$ cat config.mk
export PLATFORM = sky130hd
export DESIGN_NAME = powlib_srrarb
export DESIGN_NICKNAME = d
export VERILOG_FILES = /design/src/rtl/powlib_srrarb.sv
export SDC_FILE = /design/constraint.sdc
export NUM_CORES = 1
export LEC_CHECK = 0
export CAP_MARGIN = 20
export CORE_ASPECT_RATIO = 1.25
export CORE_MARGIN = 4
export CORE_UTILIZATION = 34
export CTS_CLUSTER_DIAMETER = 40
export DETAILED_ROUTE_END_ITERATION = 10
export HOLD_SLACK_MARGIN = 0.12
export PLACE_DENSITY = 0.8
export SLEW_MARGIN = 10
export SYNTH_ARGS = -nofsm -noshare
export SYNTH_HDL_FRONTEND = slang
export SYNTH_SLANG_ARGS = --single-unit
$ cat constraint.sdc
create_clock -name clk -period 3 [get_ports clk]
set_clock_uncertainty 0.05 [all_clocks]
set_input_delay 0.75 -clock clk [delete_from_list [all_inputs] [get_ports clk]]
set_output_delay 0.75 -clock clk [all_outputs]
set_load 0.05 [all_outputs]
$ cat src/rtl/powlib_srrarb.sv
// N-way round-robin arbiter merging N valid/ready streams into one registered output stream.
// Define POWLIB_SRRARB_IDX_EN to add the registered outidx port (source stream of the output word).
module powlib_srrarb #(
  parameter int W = 16,
  parameter int N = 4,
  localparam int WIDX = (N > 1) ? $clog2(N) : 1
) (
  input  logic           clk,
  input  logic           rst,
  input  logic [N*W-1:0] indata,
  input  logic [N-1:0]   invld,
  output logic [N-1:0]   inrdy,
  output logic [W-1:0]   outdata,
  output logic           outvld,
  input  logic           outrdy
`ifdef POWLIB_SRRARB_IDX_EN
  ,
  output logic [WIDX-1:0] outidx
`endif
);

  // Handshake: a word moves across an interface on a rising edge where valid and ready
  // are both 1. Valid never waits for ready; producers hold valid/data until accepted.

  logic [W-1:0]    outdata_q, outdata_d;
  logic            outvld_q, outvld_d;
  logic [WIDX-1:0] ptr_q, ptr_d;
  logic [WIDX-1:0] gnt;
  logic            gany;
  logic            ld;
  logic [W-1:0]    sel_data;

  function automatic int wrap_idx(input int a);
    return (a >= N) ? a - N : a;
  endfunction

  // Output register accepts a word when empty or draining this cycle; reset blocks inputs.
  assign ld   = rst && (!outvld_q || outrdy);
  assign gany = |invld;

  // Walk from the highest offset down so the nearest requester at or after ptr wins.
  always_comb begin
    gnt = '0;
    for (int k = N - 1; k >= 0; k--) begin
      if (invld[wrap_idx(int'(ptr_q) + k)]) begin
        gnt = WIDX'(wrap_idx(int'(ptr_q) + k));
      end
    end
  end

  always_comb begin
    sel_data = '0;
    for (int i = 0; i < N; i++) begin
      if (gnt == WIDX'(i)) begin
        sel_data = indata[i*W +: W];
      end
    end
  end

  always_comb begin
    inrdy = '0;
    if (ld && gany) begin
      inrdy[gnt] = 1'b1;
    end
  end

  always_comb begin
    outdata_d = outdata_q;
    outvld_d  = outvld_q;
    ptr_d     = ptr_q;
    if (ld) begin
      if (gany) begin
        outdata_d = sel_data;
        outvld_d  = 1'b1;
        ptr_d     = (int'(gnt) == N - 1) ? '0 : gnt + 1'b1;
      end else begin
        outvld_d  = 1'b0;
      end
    end
  end

  always_ff @(posedge clk) begin
    if (!rst) begin
      outdata_q <= '0;
      outvld_q  <= 1'b0;
      ptr_q     <= '0;
    end else begin
      outdata_q <= outdata_d;
      outvld_q  <= outvld_d;
      ptr_q     <= ptr_d;
    end
  end

  assign outdata = outdata_q;
  assign outvld  = outvld_q;

`ifdef POWLIB_SRRARB_IDX_EN
  logic [WIDX-1:0] idx_q;

  always_ff @(posedge clk) begin
    if (!rst) begin
      idx_q <= '0;
    end else if (ld && gany) begin
      idx_q <= gnt;
    end
  end

  assign outidx = idx_q;
`endif

endmodule

Word-level counts from Yosys, hierarchy flattened. Index checks and enable logic that the tools add are counted.

Logic and storage cells: 62. Output and inout bits: 21. Flip-flop bits (word level): 19. Input port bits: 71.

Multiplexer cells: 29. $lt $le $gt $ge: 10. Reductions and logical operators: 8. Equal/unequal tests: 4. Add/subtract/negate cells: 8.

Operator list (count): $lt 32x4->1 const B (4); $mux 32 (4); $mux 16 (4); $sub 3x3->4 const B (3); $mux 1 (10); $mux 2 (5); $ge 3x3->1 const B (3); $bmux 1 s2 (4); $add 2x2->3 const B (2); $eq 2x1->1 const B (2); $eq 2x2->1 const B (2); $mux 4 (1); $reduce_or 4->1 (1); $sub 2x3->4 const B (1); $add 2x1->3 const B (1); $ge 2x3->1 const B (1); $logic_and 1x1->1 (3); $lt 2x3->1 const B (1); $add 2x1->2 const B (1); $demux 1 s2 (1); $ge 2x1->1 const B (1); $logic_not 2->1 (1); $reduce_and 2->1 (1); $logic_not 1->1 (1); $logic_or 1x1->1 (1).

Depth between registers and ports, before layout. Gate-level depths: netlist (run 1).

Depth after elaboration: 15. Gate-level depth with buffers: 9. Gate-level depth less buffers: 7.

Worst setup path before layout (run 1). OpenSTA, ideal clock, no wires.

Path kind: input to output. Start: input port invld[0]. End: output port inrdy[3]. Slack: -441 ps. Required time: 2200 ps. Stages on the path: 7. Data arrival time: 2641 ps. Buffers on the path: 2. Cells stage by stage: nor2b_1 -> a2111oi_0 -> or2_2 -> ha_1 -> clkbuf_1 -> clkbuf_1 -> and2_1.

Longest elaborated chain between the ends: 12. Elaborated cells on any way between the ends: 24. Classes of those cells: 2 x order compare; 19 x mux; 3 x reduce/logical.

RTL lines: start, declared (line 11) `input logic [N-1:0] invld,`; $bmux 1 s2 (line 45) `if (invld[wrap_idx(int'(ptr_q) + k)]) begin`; $mux 1 (implied by the code) (2 in a row) (line 45); $mux 2 (4 in a row) (line 45); $lt 2x3->1 (implied by the code) / $ge 2x1->1 (equally long branches) (line 63) `inrdy[gnt] = 1'b1;`; $logic_and 1x1->1 (implied by the code) (line 63); $mux 1 (implied by the code) (line 63); $demux 1 s2 (line 63); $mux 4 (*) (line 62) `if (ld && gany) begin`; end, declared (line 12) `output logic [N-1:0] inrdy,`.

Every way passes the cells marked *; elsewhere a longest branch is shown, timed or not. The select of a mux whose other input is x is not followed.

Final worst setup path (run 1).
Start: input port invld[0]. End: output port inrdy[1].

Same word-level chain as after synthesis.

==> impl_results.md, run 1 <==
- Category of the worst setup path launch point: input pin
- Number of antenna diodes: 0
- Maximum VDD drop: between 0.2 and 0.3 mV
- Power per cell area: around 540 nW/um^2
- Buffer depth of the longest clock path: 2
- Start-to-end type of the worst setup path: input pin to primary output
- DRT iter0 DRCs: 100
- Post-synthesis cell count: slightly above 200
- Fin Hold WS: around 400 ps
- Part of the cycle the worst path needs: a little over nine tenths
- End of the critical path: inrdy[1]
- Total Power Consumption: ~1.4 mW
- R2R depth: 8
- Largest area contributor in the synthesized netlist: dfxtp_1
- Vias in the first global route: roughly 1800
- Root buffer selected by CTS: clkbuf_8
- Average wire per cell in the routed design: roughly 15 um
- Count of port buffers added during placement: 91
- Syn_nets: between 200 and 300
- Commonest register cell after synthesis: dfxtp_1
- Comb power frac: ~64%
- Vias: 1824
- CP endpoint kind: primary output
- CTS HTree Levels: 1
- Chip Width: a little under 70 um
- Clock transition at the registers of the reported paths: roughly 70 ps
- Reg-to-Reg Start: ptr_q[1]
- Pin count of the biggest net entering global routing: 37
- Synthesized flop and latch total: 19
- Maximum capacitance violations: 0
- Fraction of layout cells with a size suffix above 1: 16.1%
- Leakage power total: between 1 and 1.5 nW
- Post-synthesis instance area: 1560 um^2
- Post-place setup slack: -359 ps
- Sequential-to-total area share from yosys stat: 24.5%
- Leading post-synthesis cells by instance count: 33 x nand2_1, 20 x inv_1, 19 x dfxtp_1
- Latest clock arrival within the worst-skew pair: about 250 ps
- Clock sink count: 19
- Post-detailed-placement half-perimeter wirelength: about 3800 um
- Internal Dissipation: roughly 0.84 mW
- Syn-to-layout area delta: 72.6%
- Achievable Freq: 339 MHz
- Warnings from Yosys: 0
- Number of search-and-repair iterations in the first detailed-routing pass: 4
- Final worst path period need: roughly 3000 ps
- Overflow after GRT: 0
- Status: finished clean
- Post-DRT Antenna Nets: 0
- Floorplan die area: 5730 um^2
- Net switching share of the total power: a little over two fifths
- Remaining design rule violation count: 0
- Initial core utilization: roughly a third
- Sequential power share: a little under a quarter
- Required time of the critical path: roughly 2200 ps
- Slew HR: between 60 and 70%
- Arrival time reported for the critical path endpoint: around 2200 ps
- Number of max-slew violations in the final report: 0
- Setup-failing EPs final: 0
- Startpoint of the worst setup timing path: invld[0]
- Final instance count without filler cells: 350
- Setup repair after global routing missed its margin: false
- TritonCTS clock tree: yes
- Number of library cell types mapped by synthesis: 32
- Tot GR Track Use: roughly 17%
- Number of rows created at floorplan: 27
- Filler cell count: between 300 and 400
- Register-to-register setup slack: between 700 and 800 ps
- Aggregate routed wire length: 5170 um
- Placeable core region: around 4400 um^2
- Cell types with the largest area share after synthesis: dfxtp_1 24%, a221oi_1 9.6%, a2bb2oi_2 8.7%, nand2_1 8.0%, nand3b_1 7.7%
- Vertical extent of the die: approximately 84 um
- Final Wtd Congestion: 0.817
- Proportion of netlist area held by the largest area contributor: between 20% and 30%
- Number of cells after detailed placement: ~340
- End of the worst register-to-register path: outdata[4]
- Clock power share: between 10% and 20%
- Switching power summed over all nets: approximately 0.6 mW
- Async SR Flop Fraction: 0%
- Most common cell in the netlist: nand2_1
- I/O pin total: 92
- Max FO, Critical Path: 5
- Antenna violations before repair: 0
- Syn_area_per_cell: roughly 7.6 um^2
- Num CTS Buffers: 3
- Count of endpoints failing hold in the final timing report: 0
- CTS hold repair buffers: 0
- Post-detailed-route via-to-cell ratio: between 5 and 6
- Wire length of the first global-routing pass: ~8000 um
- Count of flip-flops with a built-in enable after synthesis: 0
- Classification of the worst-slack hold path: flop to flop
- Net count, final: about 370
- Transition time at the pin with the least slew margin: approximately 530 ps
- Post-route worst setup slack: between 40 and 50 ps
==> metal layers <==
metal	share of wire, %	global-route usage [%]
met5	0	0
met4	0.83	2.89
met3	11	3.50
met2	50	30.9
met1	39	21.3
==> sequential cells by signal (all words and copies together) (netlist names) <==
signal   flops
outdata     16
outvld       1
ptr_q        2
==> power by group through the flow <==
| stage | sequential [mW] | clock, mW | combinational (mW) |
|---|---|---|---|
| final | 0.338 | 0.179 | 0.930 |
| after detailed placement | 0.341 | 0 | 0.915 |
| after floorplan | 0.500 | 0 | 0.449 |
| after global placement | 0.339 | 0 | 0.905 |
| after CTS | 0.338 | 0.185 | 0.935 |
| after global routing | 0.345 | 0.196 | 1.00 |
==> placed cells by master, fill, tap and decap left out, drive strengths merged <==
master / instances
buf: 19
nand3b: 16
clkdlybuf4s15: 2
a21oi: 17
clkbuf: 5
nand4: 17
nand3: 1
inv: 20
a211o: 1
or2: 1
a31oi: 1
and3: 1
dlygate4sd2: 1
o21a: 1
o22a: 1
clkdlybuf4s50: 83
ha: 4
a221oi: 17
and2: 4
dfxtp: 19
nor2b: 1
o22ai: 1
nand2b: 1
o21ai: 2
or4: 1
nor2: 4
nand2: 33
a2bb2oi: 16
o31ai: 1
a2111oi: 1
==> cell families (layout without fill, tap and decap cells) <==
kind of cell | count (synthesis) | in the layout | share of synthesized area (%)
adders and majority gates | 4 | 4 | 3.22
AOI/OAI and AO/OA | 59 | 59 | 31.8
and+or+nand+nor | 80 | 80 | 28.4
buffers and inverters | 42 | 130 | 12.1
DFF | 19 | 19 | 24.5
==> cell type report <==
class                      count  area (um^2)  share of cell area (%)
multi-input combinational    143         1040                    38.7
inverter                      20         75.1                    2.80
timing repair buffer         106         1070                    39.9
tap                           58         72.6                    2.70
sequential                    19          380                    14.2
clock buffer                   4         45.0                    1.68
==> worst max-delay path: stages <==
cell           delay (ps)
dlygate4sd2_1         290
nor2b_4               160
a2111oi_4             290
or2_4                 200
ha_1                  160
and2_4                160
buf_12                130
==> repair_timing <==
action,4_1_cts,5_1_grt
pin swaps,3,2
gates resized for setup,16,4
buffers inserted,2,0
setup endpoints to repair,5,3
==> worst min-delay path by stage <==
| stage | start | end | slack [ps] | cells past startpoint |
|---|---|---|---|---|
| 5_1_grt | outdata[3] | outdata[3] | 430 | 2 |
| 6_report | outdata[5] | outdata[5] | 400 | 2 |
| 4_1_cts | outdata[5] | outdata[5] | 410 | 2 |
| 2_1_floorplan | ptr_q[1] | ptr_q[1] | 440 | 2 |
| 3_5_place_dp | outdata[5] | outdata[5] | 400 | 2 |
| 3_3_place_gp | outdata[5] | outdata[5] | 390 | 2 |
==> metrics by stage <==
| step | TNS [ps] | util [%] | instance area, um^2 |
|---|---|---|---|
| after floorplan | 0 | - | 1570 |
| after global placement | -4490 | 58.5 | 2590 |
| after detailed placement | -5100 | 58.5 | 2590 |
| after CTS | 0 | 60.6 | 2680 |
| after global routing | 0 | 60.6 | 2680 |
| final | 0 | 60.6 | 2680 |
Power figures use the tool's default switching activity.
==> run 2, diff against run 1 <==
Settings changed: ABC_AREA from default to 0, CAP_MARGIN 20 to 40, TNS_END_PERCENT from default to 30.
==> run 2 against run 1 <==
Compared with the run above:
- sequential share of layout area shrank 0.20 points
- count of clock-buffer cells in the layout shrank 1
- hold slack got worse by 1.5 ps
- die area did not move
==> impl_results.md, run 2 (synthesis gave the netlist of run 1 again) <==
- I/O pin total: 92
- Latest clock arrival within the worst-skew pair: ~260 ps
- Net count, final: about 370
- Required time of the critical path: ~2200 ps
- End of the critical path: inrdy[2]
- CP endpoint kind: primary output
- Number of flip-flops under the largest register name: 16
- Classification of the worst-slack hold path: flop to flop
- End of the worst register-to-register path: outdata[4]
- Setup-failing EPs final: 0
- DRT iter0 DRCs: just under 100
- Placeable core region: 4430 um^2
- Number of rows created at floorplan: 27
- Floorplan die area: 5730 um^2
- Post-detailed-route via-to-cell ratio: between 5 and 6
- Aggregate routed wire length: between 5000 and 6000 um
- Vertical extent of the die: approximately 84 um
- Final worst path period need: between 2000 and 3000 ps
- Part of the cycle the worst path needs: between 90 and 100%
- Final Wtd Congestion: roughly 0.73
- Count of port buffers added during placement: 91
- Root buffer selected by CTS: clkbuf_8
- Number of antenna diodes: 0
- Instance area at placement: 2580 um^2
- Filler cell count: approximately 400
- Post-route worst setup slack: between 3 and 4 ps
- Antenna violations before repair: 0
- Startpoint of the worst setup timing path: invld[1]
- Sequential power share: a little under a quarter
- CTS HTree Levels: 1
- Number of search-and-repair iterations in the first detailed-routing pass: 4
- Internal Dissipation: 0.842 mW
- Vias in the first global route: between 1500 and 2000
- Vias: 1869
- Start-to-end type of the worst setup path: input pin to primary output
- Clock transition at the registers of the reported paths: ~80 ps
- Power per cell area: roughly 540 nW/um^2
- Maximum capacitance violations: 0
- Average wire per cell in the routed design: ~16 um
- Setup repair after global routing missed its margin: true
- Post-detailed-placement half-perimeter wirelength: 3860 um
- Max FO, Critical Path: 5
- Status: finished clean
- Comb power frac: between 60% and 70%
- Register-to-register setup slack: just under 700 ps
- Transition time at the pin with the least slew margin: roughly 530 ps
- Pin count of the biggest net entering global routing: 37
- Slew HR: between 60% and 70%
- Buffer depth of the longest clock path: 2
- Chip Width: around 68 um
- Final Instance Area: 2720 um^2
- Fraction of layout cells with a size suffix above 1: a little under a fifth
- Post-DRT Antenna Nets: 0
- CTS hold repair buffers: 0
- R2R depth: 8
- Most common cell after layout, fill and taps aside: clkdlybuf4s50_1
- Initial core utilization: between 30% and 40%
- Setup_tns: 0 ps
- Syn-to-layout area delta: 75.1%
- Post-place setup slack: -491 ps
- Clock power share: roughly an eighth
- Achievable Freq: 334 MHz
- Count of endpoints failing hold in the final timing report: 0
- Num CTS Buffers: 3
- Post-Route Utilization: between 60% and 70%
- Net switching share of the total power: 42.5%
- Clock sink count: 19
- Maximum VDD drop: ~0.23 mV
- Number of max-slew violations in the final report: 0
- Category of the worst setup path launch point: input pin
- Worst hold path cell count: 2
- Overflow after GRT: 0
- Remaining design rule violation count: 0
- Leakage power total: approximately 1.1 nW
- Tot GR Track Use: 18.8%
- Leading cell types in the layout, fill and taps excluded: 83 x clkdlybuf4s50_1, 33 x nand2_1, 20 x inv_1
- Wire length of the first global-routing pass: ~8400 um
- TritonCTS clock tree: yes
- Switching power summed over all nets: a little over 0.6 mW
- Reg-to-Reg Start: ptr_q[1]
- Arrival time reported for the critical path endpoint: between 2000 and 2500 ps
## run 2: changes by cell type in the layout (fill, tap and decap cells not counted), moves of 2 or more
cell	previous run	this run
buf_4	14	17
ha_1	3	0
and2_2	0	2
and2_4	4	2
buf_12	5	3
buf_6	0	2
ha_2	1	3
## run 2: per-layer routing
| layer | vias up | GRT usage [%] | wire length, um |
|---|---|---|---|
| met5 | - | 0 | 0 |
| met2 | 75 | 35.8 | 2820 |
| met3 | 8 | 3.23 | 376 |
| met1 | 859 | 19.1 | 2220 |
| met4 | 0 | 6.87 | 84 |
| li1 | 927 | - | - |
## run 2: how the worst min path moves through the flow
stage / end / startpoint / slack (ps)
floorplan: ptr_q[1] / ptr_q[1] / 430
global placement: outdata[5] / outdata[5] / 390
detailed placement: outdata[4] / outdata[4] / 400
CTS: outdata[4] / outdata[4] / 410
global route: outdata[2] / outdata[2] / 430
finish: outdata[4] / outdata[4] / 400
## run 2: power by group through the flow
| stage | sequential [mW] | clock, mW | combinational [mW] |
|---|---|---|---|
| finish | 0.341 | 0.185 | 0.939 |
| CTS | 0.339 | 0.192 | 0.939 |
| global route | 0.347 | 0.203 | 1.01 |
| global placement | 0.338 | 0 | 0.900 |
| detailed placement | 0.342 | 0 | 0.910 |
| floorplan | 0.499 | 0 | 0.447 |
## run 2: what timing repair did
| item | in CTS | in global routing |
|---|---|---|
| setup buffers | 2 | 0 |
| setup endpoints to repair | 20 | 3 |
| gates resized for setup | 22 | 5 |
| cloned | 0 | 0 |
| pin swaps | 5 | 3 |
## run 2: critical path, cell delays in order
cell	delay, ps
clkdlybuf4s15_2	210
buf_4	160
or4_4	530
and3_4	200
and2_2	200
buf_12	150
## run 2: through the flow
step | total power [mW] | cells | hold WS [ps]
floorplan | 0.946 | 204 | 426
global placement | 1.24 | 347 | 390
detailed placement | 1.25 | 347 | 398
CTS | 1.47 | 353 | 405
global route | 1.56 | 353 | 430
finish | 1.46 | 353 | 402
## run 2: cell type report
type                    instances  area (um^2)  area share (%)
clock buffers                   3         41.3            1.52
clock inverters                 1         5.00           0.184
inverters                      20         75.1            2.76
multi-input cells             143         1070            39.4
flip-flops and latches         19          380            14.0
well taps                      58         72.6            2.67
repair buffers                109         1080            39.5
==> run 3, diff against run 2 <==
Settings changed: CTS_CLUSTER_SIZE from default to 30, REMOVE_ABC_BUFFERS from default to 1.
==> run 3 against run 2 <==
Compared with the run above:
- non-clock buffer count fell by 1
- die area unchanged
- register-to-register slack better by 30 ps
- worst setup slack better by 56 ps
- global-route usage down 1.1 points
- flip-flop and latch count is the same
- final cell count down 0.28%
- hold slack gained 2.0 ps
- maximum frequency increased by 1.9%
- sequential share of layout area decreased by 0.096 points
- core utilization is 0.42 points higher
- highest routed layer unchanged
==> impl_results.md, run 3 (synthesis gave the netlist of run 1 again) <==
- Status: finished clean
- Average wire per cell in the routed design: about 15 um
- Final worst path period need: 2940 ps
- Setup repair after global routing missed its margin: false
- Clock sink count: 19
- Part of the cycle the worst path needs: 98.0%
- Num CTS Buffers: 3
- Remaining design rule violation count: 0
- Clock transition at the registers of the reported paths: 80 ps
- TritonCTS clock tree: yes
- Setup-failing EPs final: 0
- Instance area at placement: ~2600 um^2
- Chip Width: 68.5 um
- Number of flip-flops under the largest register name: 16
- Net count, final: 370
- Classification of the worst-slack hold path: flop to flop
- Vias: 1857
- Power per cell area: 540 nW/um^2
- Latest clock arrival within the worst-skew pair: 260 ps
- Post-route worst setup slack: 59.5 ps
- Number of antenna diodes: 0
- CTS hold repair buffers: 0
- Post-detailed-placement half-perimeter wirelength: ~3700 um
- Fraction of met2 tracks used by global routing: ~31%
- Arrival time reported for the critical path endpoint: roughly 2100 ps
- Post-detailed-route via-to-cell ratio: about 5.3
- Fraction of layout cells with a size suffix above 1: a little under a fifth
- Pin count of the biggest net entering global routing: 37
- CTS HTree Levels: 1
- Placeable core region: about 4400 um^2
- Buffer depth of the longest clock path: 2
- Leading cell types in the layout, fill and taps excluded: 83 x clkdlybuf4s50_1, 33 x nand2_1, 20 x inv_1
- Kind of cell adding the most delay to the critical path: simple AND/OR/NAND/NOR gates
- Post-DRT Antenna Nets: 0
- Antenna violations before repair: 0
- Count of endpoints failing hold in the final timing report: 0
- Max FO, Critical Path: 5
- Met1 track demand over resource: 19.7%
- Number of search-and-repair iterations in the first detailed-routing pass: 6
- Syn-to-layout area delta: 76.3%
- Met3 track demand over resource: 5.93%
- Root buffer selected by CTS: clkbuf_8
- Critical Path, Cell by Cell: dlygate4sd2_1 -> buf_4 -> or4_4 -> and3_4 -> and2_4 -> buf_12
- Overflow after GRT: 0
- Achievable Freq: ~340 MHz
- Initial core utilization: a little over a third
- Post-place setup slack: -353 ps
- DRT iter0 DRCs: 64
- Slew HR: 64.4%
- Aggregate routed wire length: 5320 um
- Tot GR Track Use: between 10% and 20%
- Number of rows created at floorplan: 27
- Final Wtd Congestion: ~0.80
- Number of max-slew violations in the final report: 0
- CP endpoint kind: primary output
- Gr busiest metal: met2
- Count of port buffers added during placement: roughly 90
- Required time of the critical path: roughly 2200 ps
- Final Instance Area: roughly 2700 um^2
- Wire length of the first global-routing pass: 8090 um
- Most common cell after layout, fill and taps aside: clkdlybuf4s50_1
- Bufs and invs on worst path: 3
- Maximum VDD drop: approximately 0.32 mV
- Category of the worst setup path launch point: input pin
- Max stage delay on crit path: 430 ps
- I/O pin total: just over 90
- Maximum capacitance violations: 0
- Vertical extent of the die: around 84 um
- Floorplan die area: around 5700 um^2
- Slowest stage cell on the critical path: or4_4
- Leakage power total: between 1 and 1.5 nW
- Start-to-end type of the worst setup path: input pin to primary output
- Vias in the first global route: 1771
- Transition time at the pin with the least slew margin: about 530 ps
==> run 3: path summary, 6_finish.rpt <==
path         startpoint           to  slack [ps]  cells after the start
max            invld[2]     inrdy[1]          60                      6
max reg2reg    ptr_q[1]  outdata[13]         720                      9
min          outdata[7]   outdata[7]         400                      2
min reg2reg  outdata[7]   outdata[7]         400                      2
==> run 3: what timing repair did <==
item	in CTS	in global routing
pin swaps	1	5
gates cloned	0	0
setup endpoints to repair	5	4
buffers inserted	1	1
resized for setup	19	20
==> run 3: layer usage <==
metal	wire (um)	share of wire (%)
met2	2680	50
met1	2070	39
met3	502	9.4
met5	0	0
met4	59	1.1
==> run 3: power breakdown <==
group	total, mW	leakage [nW]	internal [mW]	switching (mW)
clock network	0.190	0.0255	0.0926	0.0977
registers	0.341	0.160	0.305	0.0356
logic	0.948	0.897	0.452	0.496
==> run 3: area by class of cell <==
type	instances	area (um^2)
clock buffers	3	41.3
repair buffers	108	1080
multi-input cells	143	1090
inverters	20	75.1
clock inverters	1	5.00
well taps	58	72.6
flip-flops and latches	19	380
fillers	404	1680
==> run 3: stage by stage <==
stage               hold WS, ps  setup TNS (ps)  std cells  total power, mW  utilization, %
finish                      404               0        352             1.48            61.9
global route                424               0        352             1.56            61.9
CTS                         408           -12.3        351             1.45            60.1
detailed placement          396           -5080        346             1.24            58.0
global placement            391           -4440        346             1.23            58.0
floorplan                   423           -1260        182            0.915               -
==> run 3: worst register-to-register path, cell delays in order (launching register included) <==
cell       delay [ps]
dfxtp_1           500
a21oi_2            80
o21a_1            210
o22ai_2           230
ha_2              240
buf_4             100
buf_4             220
nand3b_1          110
a221oi_1          330
a2bb2oi_2         160
